### src/rtl/bin2bcd_if.sv
// Start/busy/done handshake and result bus for the sequential binary-to-BCD converter.
//   start  : request a conversion (master -> slave)
//   bin    : binary operand, sampled with an accepted start (master -> slave)
//   busy   : iterations in progress (slave -> master)
//   done   : one-cycle pulse, bcd/ovf hold a fresh result (slave -> master)
//   bcd    : packed BCD result, digit 0 at [3:0] (slave -> master)
//   ovf    : value needed more than DIGITS digits (slave -> master)
interface bin2bcd_if #(
   parameter int BIN_W  = 8,
   parameter int DIGITS = 3
);
   logic                start;
   logic [BIN_W-1:0]    bin;
   logic                busy;
   logic                done;
   logic [4*DIGITS-1:0] bcd;
   logic                ovf;

   modport master (output start, output bin, input busy, input done, input bcd, input ovf);
   modport slave  (input start, input bin, output busy, output done, output bcd, output ovf);
endinterface

### src/rtl/bin2bcd_seq.sv
// Sequential binary-to-BCD converter (shift-and-add-3), one iteration per clock.
//   clk    : rising-edge clock
//   rst_n  : asynchronous active-low reset
//   bus    : bin2bcd_if slave (start/bin in, busy/done/bcd/ovf out)
// A conversion takes BIN_W iterations; done pulses the cycle after the last one.
//
// state | meaning
// IDLE  | waiting for start
// SHIFT | running iterations, busy=1
// DONE  | one cycle, done=1; a start here is accepted back-to-back
module bin2bcd_seq #(
   parameter int BIN_W  = 8,
   parameter int DIGITS = 3
) (
   input  logic        clk,
   input  logic        rst_n,
   bin2bcd_if.slave    bus
);
   localparam int CNT_W = $clog2(BIN_W + 1);
   localparam int SCR_W = 4 * DIGITS;

   typedef enum logic [1:0] {IDLE, SHIFT, DONE} state_t;

   state_t             state;
   logic [BIN_W-1:0]   shreg;
   logic [SCR_W-1:0]   scratch;
   logic               sticky;
   logic [CNT_W-1:0]   cnt;
   logic               busy_q;
   logic               done_q;
   logic [SCR_W-1:0]   bcd_q;
   logic               ovf_q;

   logic [SCR_W-1:0]   adj;
   logic [SCR_W-1:0]   scr_next;
   logic               shift_out;

   // Plus-three on every digit in parallel, then one left shift of {scratch, shreg}.
   always_comb begin
      adj = scratch;
      for (int d = 0; d < DIGITS; d++) begin
         if (scratch[4*d +: 4] >= 4'd5)
            adj[4*d +: 4] = scratch[4*d +: 4] + 4'd3;
      end
      scr_next  = {adj[SCR_W-2:0], shreg[BIN_W-1]};
      shift_out = adj[SCR_W-1];
   end

   always_ff @(posedge clk or negedge rst_n) begin
      if (!rst_n) begin
         state   <= IDLE;
         shreg   <= '0;
         scratch <= '0;
         sticky  <= 1'b0;
         cnt     <= '0;
         busy_q  <= 1'b0;
         done_q  <= 1'b0;
         bcd_q   <= '0;
         ovf_q   <= 1'b0;
      end else begin
         done_q <= 1'b0;
         case (state)
            IDLE, DONE: begin
               if (bus.start) begin
                  shreg   <= bus.bin;
                  scratch <= '0;
                  sticky  <= 1'b0;
                  cnt     <= CNT_W'(BIN_W);
                  busy_q  <= 1'b1;
                  state   <= SHIFT;
               end else begin
                  busy_q <= 1'b0;
                  state  <= IDLE;
               end
            end
            SHIFT: begin
               scratch <= scr_next;
               shreg   <= shreg << 1;
               sticky  <= sticky | shift_out;
               cnt     <= cnt - CNT_W'(1);
               if (cnt == CNT_W'(1)) begin
                  bcd_q  <= scr_next;
                  ovf_q  <= sticky | shift_out;
                  done_q <= 1'b1;
                  busy_q <= 1'b0;
                  state  <= DONE;
               end
            end
            default: begin
               busy_q <= 1'b0;
               state  <= IDLE;
            end
         endcase
      end
   end

   assign bus.busy = busy_q;
   assign bus.done = done_q;
   assign bus.bcd  = bcd_q;
   assign bus.ovf  = ovf_q;
endmodule
### src/flat_wrapper.sv
// flat-port wrapper written by rule: the top's interface ports become plain ports
module bin2bcd_seq_flat 
#(
   parameter int BIN_W  = 8,
   parameter int DIGITS = 3
)
  (clk, rst_n, bus_start, bus_bin, bus_busy, bus_done, bus_bcd, bus_ovf);
  bin2bcd_if #(.BIN_W(BIN_W), .DIGITS(DIGITS)) bus_i ();
  input  logic clk;
  input  logic rst_n;
  input wire logic [$bits(bus_i.start)-1:0] bus_start;
  input wire logic [$bits(bus_i.bin)-1:0] bus_bin;
  output wire logic [$bits(bus_i.busy)-1:0] bus_busy;
  output wire logic [$bits(bus_i.done)-1:0] bus_done;
  output wire logic [$bits(bus_i.bcd)-1:0] bus_bcd;
  output wire logic [$bits(bus_i.ovf)-1:0] bus_ovf;
  assign bus_i.start = bus_start;
  assign bus_i.bin = bus_bin;
  assign bus_busy = bus_i.busy;
  assign bus_done = bus_i.done;
  assign bus_bcd = bus_i.bcd;
  assign bus_ovf = bus_i.ovf;
  bin2bcd_seq #(.BIN_W(BIN_W), .DIGITS(DIGITS)) u_core (.clk(clk), .rst_n(rst_n), .bus(bus_i));
endmodule
### config.mk
export PLATFORM = sky130hd
export DESIGN_NAME = bin2bcd_seq_flat
export DESIGN_NICKNAME = d
export VERILOG_FILES = /design/src/rtl/bin2bcd_if.sv /design/src/rtl/bin2bcd_seq.sv /design/src/flat_wrapper.sv
export SDC_FILE = /design/constraint.sdc
export NUM_CORES = 1
export LEC_CHECK = 0
export BUFFER_PORTS_ARGS = -buffer_cell sky130_fd_sc_hd__buf_2
export CAP_MARGIN = 20
export CORE_ASPECT_RATIO = 1.5
export CORE_MARGIN = 1.5
export CORE_UTILIZATION = 25
export DETAILED_ROUTE_END_ITERATION = 6
export MAX_ROUTING_LAYER = met4
export PLACE_DENSITY_LB_ADDON = 0.2
export SETUP_SLACK_MARGIN = 0.1
export SYNTH_ARGS = -nofsm -noshare
export SYNTH_HDL_FRONTEND = slang
export SYNTH_SLANG_ARGS = --single-unit
### constraint.sdc
create_clock -name clk -period 1.6 [get_ports clk]
set_input_delay 0 -clock clk [delete_from_list [all_inputs] [get_ports clk]]
set_output_delay 0 -clock clk [all_outputs]
set_load 0.01 [all_outputs]
==> results.md, run 1 <==
- Pint: 3.42 mW
- Most common cell after layout, fill and taps aside: dfrtp_1
- Gpl congestion: 0.726
- Synth Flop Type: dfrtp_1
- PortBufs: 25
- Clock power share: 0.174
- FMAX: 682 MHz
- Hold Vio Cnt, Final: 0
- Asr flop ratio synth: 1.00
- Crit path required time: approximately 1.8 ns
- Max-slew violations: 0
- Die X-Extent: about 76 microns
- Total global-route track usage: 0.118
- Worst slew margin: 0.629
- Worst Path Max Fanout: 8
- Startpoint types: register
- Critical path class: register to register
- Unrepaired setup endpoints after global routing: true
- Ys Warns: 0
- Period minus WS final: 1.47 ns
- DP HPWL: 3030 microns
- Seq/Total Area, Yosys: 0.527
- Cell accounting for the most synthesized area: dfrtp_1
- Vias in the first global route: approximately 1.6k
- Combinational group share of total power: 0.472
- Number of max-cap violations: 0
- Top Ports: 26
- Post-synth top area share: 0.527
- Most frequent cells in the layout: dfrtp_1, nand2_1, buf_2
- Syn Std Cell Area: 0.00199 sq mm
- CTS Buffer Depth: 2
- Residual DRC: 0
- Hold crit path type: primary input to register
- Yosys reg bits: 42
- Mapped Nets: roughly 200
- Nets@finish: around 260
- Arrival @ worst endpoint: 1.63 ns
- Cell Count, Final, Fillers Out: 339
- H-tree lvl count: 2
- Initial antenna violation count: 0
- Pwr Density: just over 2000 mW/mm^2
- Starting density of the core: 0.260
- First-pass DRT Iterations: 4
- Final setup fails: 0
- Largest net degree at the start of global routing: 23
- Num CTS Buffers: 5
- Area Overhead vs Synth: 33.1%
- Switching Power: around 2.1 mW
- Fin Clk Skew: about 0.0023 ns
- Switching share of power: 0.379
- Netlist cell types: 31
- Num Clock Sinks: 42
- Post-synth EDFFs: 0
- CTS tree: done
- Avg Inst Size Synth: approximately 11 sq um
- Status: finished clean
- First-pass GRT wire length: ~7800 microns
- Diode count: 0
- Gr ovfl total: 0
- Routed wire per std cell: approximately 13 microns
- Flop pwr share: 0.354
- Lkg Pwr: about 1.2 nW
- Inst Count DP: roughly 310
- Clock-pin slew on the worst setup and hold paths: 0.06 ns
- Skew-Pair Late Insertion Delay: around 0.28 ns
- Worst VDD drop: a little over 0.7 mV
- Final ANT Viol Nets: 0
- CTS root buf: clkbuf_16
- Routed via count: 1,492
- Synth top area cells: dfrtp_1, nand2_1, ha_1, mux2_4, a22o_1
- DRC marker count from the first detailed-route iteration: 65
- Layout cell share with drive strength beyond 1: 0.342
- Crit end category: register
- Setup TNS: 0 ns
- Worst-Margin Slew: about 0.56 ns
- Gate Count Post-Synth: ~180
- Routed Wire Length: 4430 microns
- Die Y: around 110 microns
- Period utilisation layout: 0.916
- Die area: roughly 0.0085 sq mm
- Avg Vias per Cell: around 4.4
- # rows: 39
- Core ar.: 0.00766 sq mm
## per-layer routing
layer | vias to the layer above | wire [microns] | GRT usage
met5 | - | 0 | -
met4 | 0 | 76 | 0.0444
met3 | 7 | 114 | 0.0252
met2 | 22 | 2350 | 0.214
met1 | 728 | 1880 | 0.125
li1 | 735 | - | -
## sequential cells by signal, indices dropped and copies added, names as in the netlist
signal and count:
u_core.bus.busy 1, u_core.bus.bcd 12, u_core.sticky 1, u_core.bus.done 1
u_core.state 2, u_core.cnt 4, u_core.scratch 12, u_core.shreg 8
u_core.bus.ovf 1
## worst paths after layout
| check | from | endpoint | slack, ns | cells after the start |
|---|---|---|---|---|
| worst min register to register | u_core.bus.bcd[11] | u_core.bus.bcd[11] | 0.48 | 2 |
| worst max-delay path | u_core.cnt[1] | u_core.bus.bcd[1] | 0.13 | 6 |
| worst min-delay path | bus_start | u_core.bus.busy | 0.05 | 3 |
| max in group asynchronous | rst_n | u_core.bus.bcd[10] | 0.84 | 3 |
| worst max register to register | u_core.cnt[1] | u_core.bus.bcd[1] | 0.13 | 6 |
| min in group asynchronous | rst_n | u_core.bus.bcd[9] | 0.24 | 2 |
## final cells by class
type                       count  area [sq um]
fill                         800          5010
sequential                    42          1050
tap                          102           128
inverter                      10          42.5
multi-input combinational    123           912
clock buffer                   5           125
clock inverter                 2          10.0
timing repair buffer          55           385
## critical path: stages, from the launching register on
cell	delay (ns)
dfrtp_1	0.38
inv_2	0.08
ha_4	0.13
nor3b_4	0.20
nand2_2	0.12
clkinv_4	0.13
mux2_4	0.30
## repair_timing
action / 4_1_cts / 5_1_grt
hold buffers: 9 / 0
pin swaps: 2 / 6
gates resized for setup: 5 / 12
endpoints found under the hold margin: 29 / 0
buffers inserted: 7 / 2
setup endpoints to repair: 6 / 13
## per-stage QoR
stage	hold WS [ns]	util	setup slack [ns]	area (sq um)	power (mW)
floorplan	-0.296	-	0.165	1990	3.52
global placement	0.0282	0.301	0.0662	2310	4.26
detailed placement	0.0265	0.301	0.0378	2310	4.28
CTS	0.0549	0.341	0.107	2610	5.44
global route	0.0753	0.346	0.0468	2650	6.01
finish	0.0469	0.346	0.134	2650	5.50
## cells by family (layout without fill, tap and decap cells)
kind of cell | after synthesis | in the layout | synth area share
adders and majority gates | 8 | 8 | 0.0502
DFF | 42 | 42 | 0.527
and+or+nand+nor | 58 | 58 | 0.151
buffers and inverters | 17 | 72 | 0.0395
AOI/OAI and AO/OA | 44 | 44 | 0.153
xor gates and xnor gates | 3 | 3 | 0.0132
muxes | 10 | 10 | 0.0659
## power by group through the flow
stage	combinational [mW]	clock (mW)	sequential, mW
after floorplan	1.56	0	1.96
after global placement	2.30	0	1.95
after detailed placement	2.32	0	1.96
after CTS	2.50	0.995	1.95
after global routing	2.95	1.03	2.02
final	2.60	0.957	1.95
## synthesized netlist by cell type, types with 2 or more instances
master    number
dfrtp_1       42
nor2_1         2
ha_1           8
xnor2_1        3
inv_1          9
nor3_1         4
buf_2          4
a21oi_1        7
nor3b_1        6
nand2_1       30
a22oi_1        7
buf_4          2
mux2i_1        3
nand2b_1       2
o21ai_0        8
nand2b_2       3
a21oi_4        3
nand3_1        5
o21ai_1       10
a22o_1         8
mux2_4         6
(Power assumes the default switching activity.)
==> inputs of run 2 (changes only) <==
--- a/config.mk
+++ b/config.mk
@@ -9,7 +9,7 @@
 export CAP_MARGIN = 20
 export CORE_ASPECT_RATIO = 1.5
 export CORE_MARGIN = 1.5
-export CORE_UTILIZATION = 25
+export CORE_UTILIZATION = 56
 export DETAILED_ROUTE_END_ITERATION = 6
 export MAX_ROUTING_LAYER = met4
 export PLACE_DENSITY_LB_ADDON = 0.2
==> run 2 against run 1 <==
  * Register-to-register slack hardly changed
  * Global-route usage is 14 points higher
  * Setup slack worse by 0.015 ns
  * First-iteration DRC count is 32% lower
  * Via count is 4.8% higher
  * Critical path depth stayed put
==> results.md, run 2 (synthesis results as in run 1) <==
- Finished Core Util: 0.761 (+0.414)
- Die area: 0.00393 sq mm (-54%)
- Routed Wire Length: 4380 microns (-1.1%)
- Fill count: 225 (-72%)
- Worst Path Max Fanout: 8 (unchanged)
- Period minus WS final: 1.48 ns (+0.0149 ns)
- CTS tree: done
- DRC marker count from the first detailed-route iteration: 44 (-32%)
- Worst slew margin: 0.678 (+0.0491)
- DP HPWL: 2810 microns (-7.1%)
- Top Ports: 26 (unchanged)
- Num CTS Buffers: 5 (unchanged)
- Fin Clk Skew: 0.00943 ns (+0.00710 ns)
- CTS Buffer Depth: 2 (unchanged)
- Final setup fails: 0 (unchanged)
- CTS root buf: clkbuf_8
- Clock power share: 0.121 (-0.053)
- Final ANT Viol Nets: 0 (unchanged)
- # rows: 26 (-33%)
- Gpl congestion: 0.795 (+9.5%)
- Flop pwr share: 0.363 (+0.009)
- Worst VDD drop: 1.36 mV (+89%)
- Total global-route track usage: 0.253 (+0.135)
- Place WS: -0.0127 ns (-0.0505 ns)
- FMAX: 675 MHz (-1.0%)
- Inst Count DP: 250 (-20%)
- First-pass DRT Iterations: 4 (unchanged)
- Die X-Extent: 51.7 microns (-32%)
- Crit-path slowest cell: dfrtp_1
- Starting density of the core: 0.584 (+0.323)
- Lkg Pwr: 1.24 nW (-0.34%)
- Cell Count, Final, Fillers Out: 283 (-17%)
- Routed wire per std cell: 15.5 microns (+19%)
- Core ar.: 0.00342 sq mm (-55%)
- PortBufs: 25 (unchanged)
- Pwr Density: 2090 mW/mm^2 (+0.59%)
- Most common cell after layout, fill and taps aside: dfrtp_1
- CP peak stage delay: 0.39 ns (about the same)
- Combinational group share of total power: 0.516 (+0.044)
- Most frequent cells in the layout: dfrtp_1, nand2_1, buf_2
- Status: finished clean
- Switching share of power: 0.396 (+0.0170)
- Crit path required time: 1.78 ns (+0.02 ns)
- Multi-input logic area: 955 sq um (+4.7%)
- Post-DP Area: 0.00220 sq mm (-4.6%)
- Initial antenna violation count: 0 (unchanged)
- Die Y: 76.1 microns (-32%)
- Area Overhead vs Synth: 30.4%
- Pint: 3.27 mW (-4.2%)
- Final WS setup: 0.119 ns (-0.0149 ns)
- Arrival @ worst endpoint: 1.66 ns (+0.03 ns)
- Hold crit path type: primary input to register
- Number of max-cap violations: 0 (unchanged)
- Period utilisation layout: 0.925 (+0.00928)
- WHS: 0.00679 ns (-0.0402 ns)
- Critical path class: register to register
- Largest net degree at the start of global routing: 43 (+87%)
- Skew-Pair Late Insertion Delay: 0.30 ns (+0.02 ns)
- Storage cell area: 0.00105 sq mm (+0.24%)
- Hold Vio Cnt, Final: 0 (unchanged)
- Worst-Margin Slew: 0.483 ns (-0.0736 ns)
- Final non-filler cell area: 0.00260 sq mm (-2.1%)
- Avg Vias per Cell: 5.52 (+25%)
- Unrepaired setup endpoints after global routing: true
- Switching Power: 2.15 mW (+2.9%)
- Num Clock Sinks: 42 (unchanged)
- Max-slew violations: 0 (unchanged)
- Startpoint types: register
- Nets@finish: 260 (+1.6%)
- Vias in the first global route: 1,600 (-2.4%)
- Routed via count: 1,563 (+4.8%)
- First-pass GRT wire length: 7270 microns (-6.3%)
- Residual DRC: 0 (unchanged)
- Layout cell share with drive strength beyond 1: 0.361 (+0.0192)
- Crit end category: register
- H-tree lvl count: 2 (unchanged)
- Critical path cell sequence: inv_2 -> ha_4 -> nor3b_4 -> nand2_2 -> clkinv_4 -> mux2_4
- Gr ovfl total: 0 (unchanged)
- Diode count: 0 (unchanged)
- Clock-pin slew on the worst setup and hold paths: 0.08 ns (+0.02 ns)
==> run 2: cell types whose count changed in the layout (fill, tap and decap cells not counted), sizes merged <==
cell / previous run / this run
buf: 46 / 50
clkbuf: 5 / 6
clkinv: 3 / 1
clkinvlp: 0 / 1
==> run 2: cell type report <==
| class | count | area share |
|---|---|---|
| sequential | 42 | 0.405 |
| multi-input combinational | 123 | 0.367 |
| timing repair buffer | 59 | 0.160 |
| clock buffer | 6 | 0.0279 |
| tap | 42 | 0.0202 |
| inverter | 10 | 0.0164 |
| clock inverter | 1 | 0.00289 |
==> run 2: power by group through the flow <==
stage / Clock (mW) / Combinational, mW / Sequential (mW)
finish: 0.656 / 2.80 / 1.97
floorplan: 0 / 1.56 / 1.96
detailed placement: 0 / 2.25 / 1.96
global placement: 0 / 2.13 / 1.93
CTS: 0.665 / 2.58 / 1.94
global route: 0.709 / 3.10 / 2.03
==> run 2: final timing paths <==
| kind | start | to | slack [ns] | cells after the start |
|---|---|---|---|---|
| worst max-delay path | u_core.cnt[1] | u_core.bus.bcd[2] | 0.12 | 6 |
| worst min-delay path | bus_start | u_core.bus.busy | 0.007 | 3 |
| worst max register to register | u_core.cnt[1] | u_core.bus.bcd[2] | 0.12 | 6 |
| worst min register to register | u_core.bus.bcd[7] | u_core.bus.bcd[7] | 0.48 | 2 |
| max in group asynchronous | rst_n | u_core.scratch[4] | 1.17 | 3 |
| min in group asynchronous | rst_n | u_core.scratch[7] | 0.21 | 3 |
==> run 2: metrics by stage <==
step           setup TNS [ns]  power, mW
2_1_floorplan               0       3.52
3_3_place_gp                0       4.06
3_5_place_dp          -0.0127       4.21
4_1_cts                     0       5.18
5_1_grt                     0       5.84
6_report                    0       5.42
==> run 2: worst max-delay path, delay by kind of cell, from the launching register on <==
family	cells	cell delay (ns)
buf+inv	2	0.20
fa+ha+maj	1	0.13
mux	1	0.31
simple gates	2	0.34
flops	1	0.39
==> run 2: routing by layer <==
layer	track usage	vias to the layer above	part of all wire
met5	-	-	0
met4	0.0711	0	0.013
met3	0.0627	8	0.028
met2	0.435	28	0.55
met1	0.287	784	0.40
li1	-	743	-
==> run 2: what timing repair did <==
| action | 4_1_cts | 5_1_grt |
|---|---|---|
| setup buffers | 9 | 8 |
| hold endpoints to repair | 50 | 0 |
| resized for setup | 14 | 11 |
| pin swaps | 4 | 6 |
| endpoints found under the setup margin | 9 | 16 |
| hold buffers | 9 | 0 |
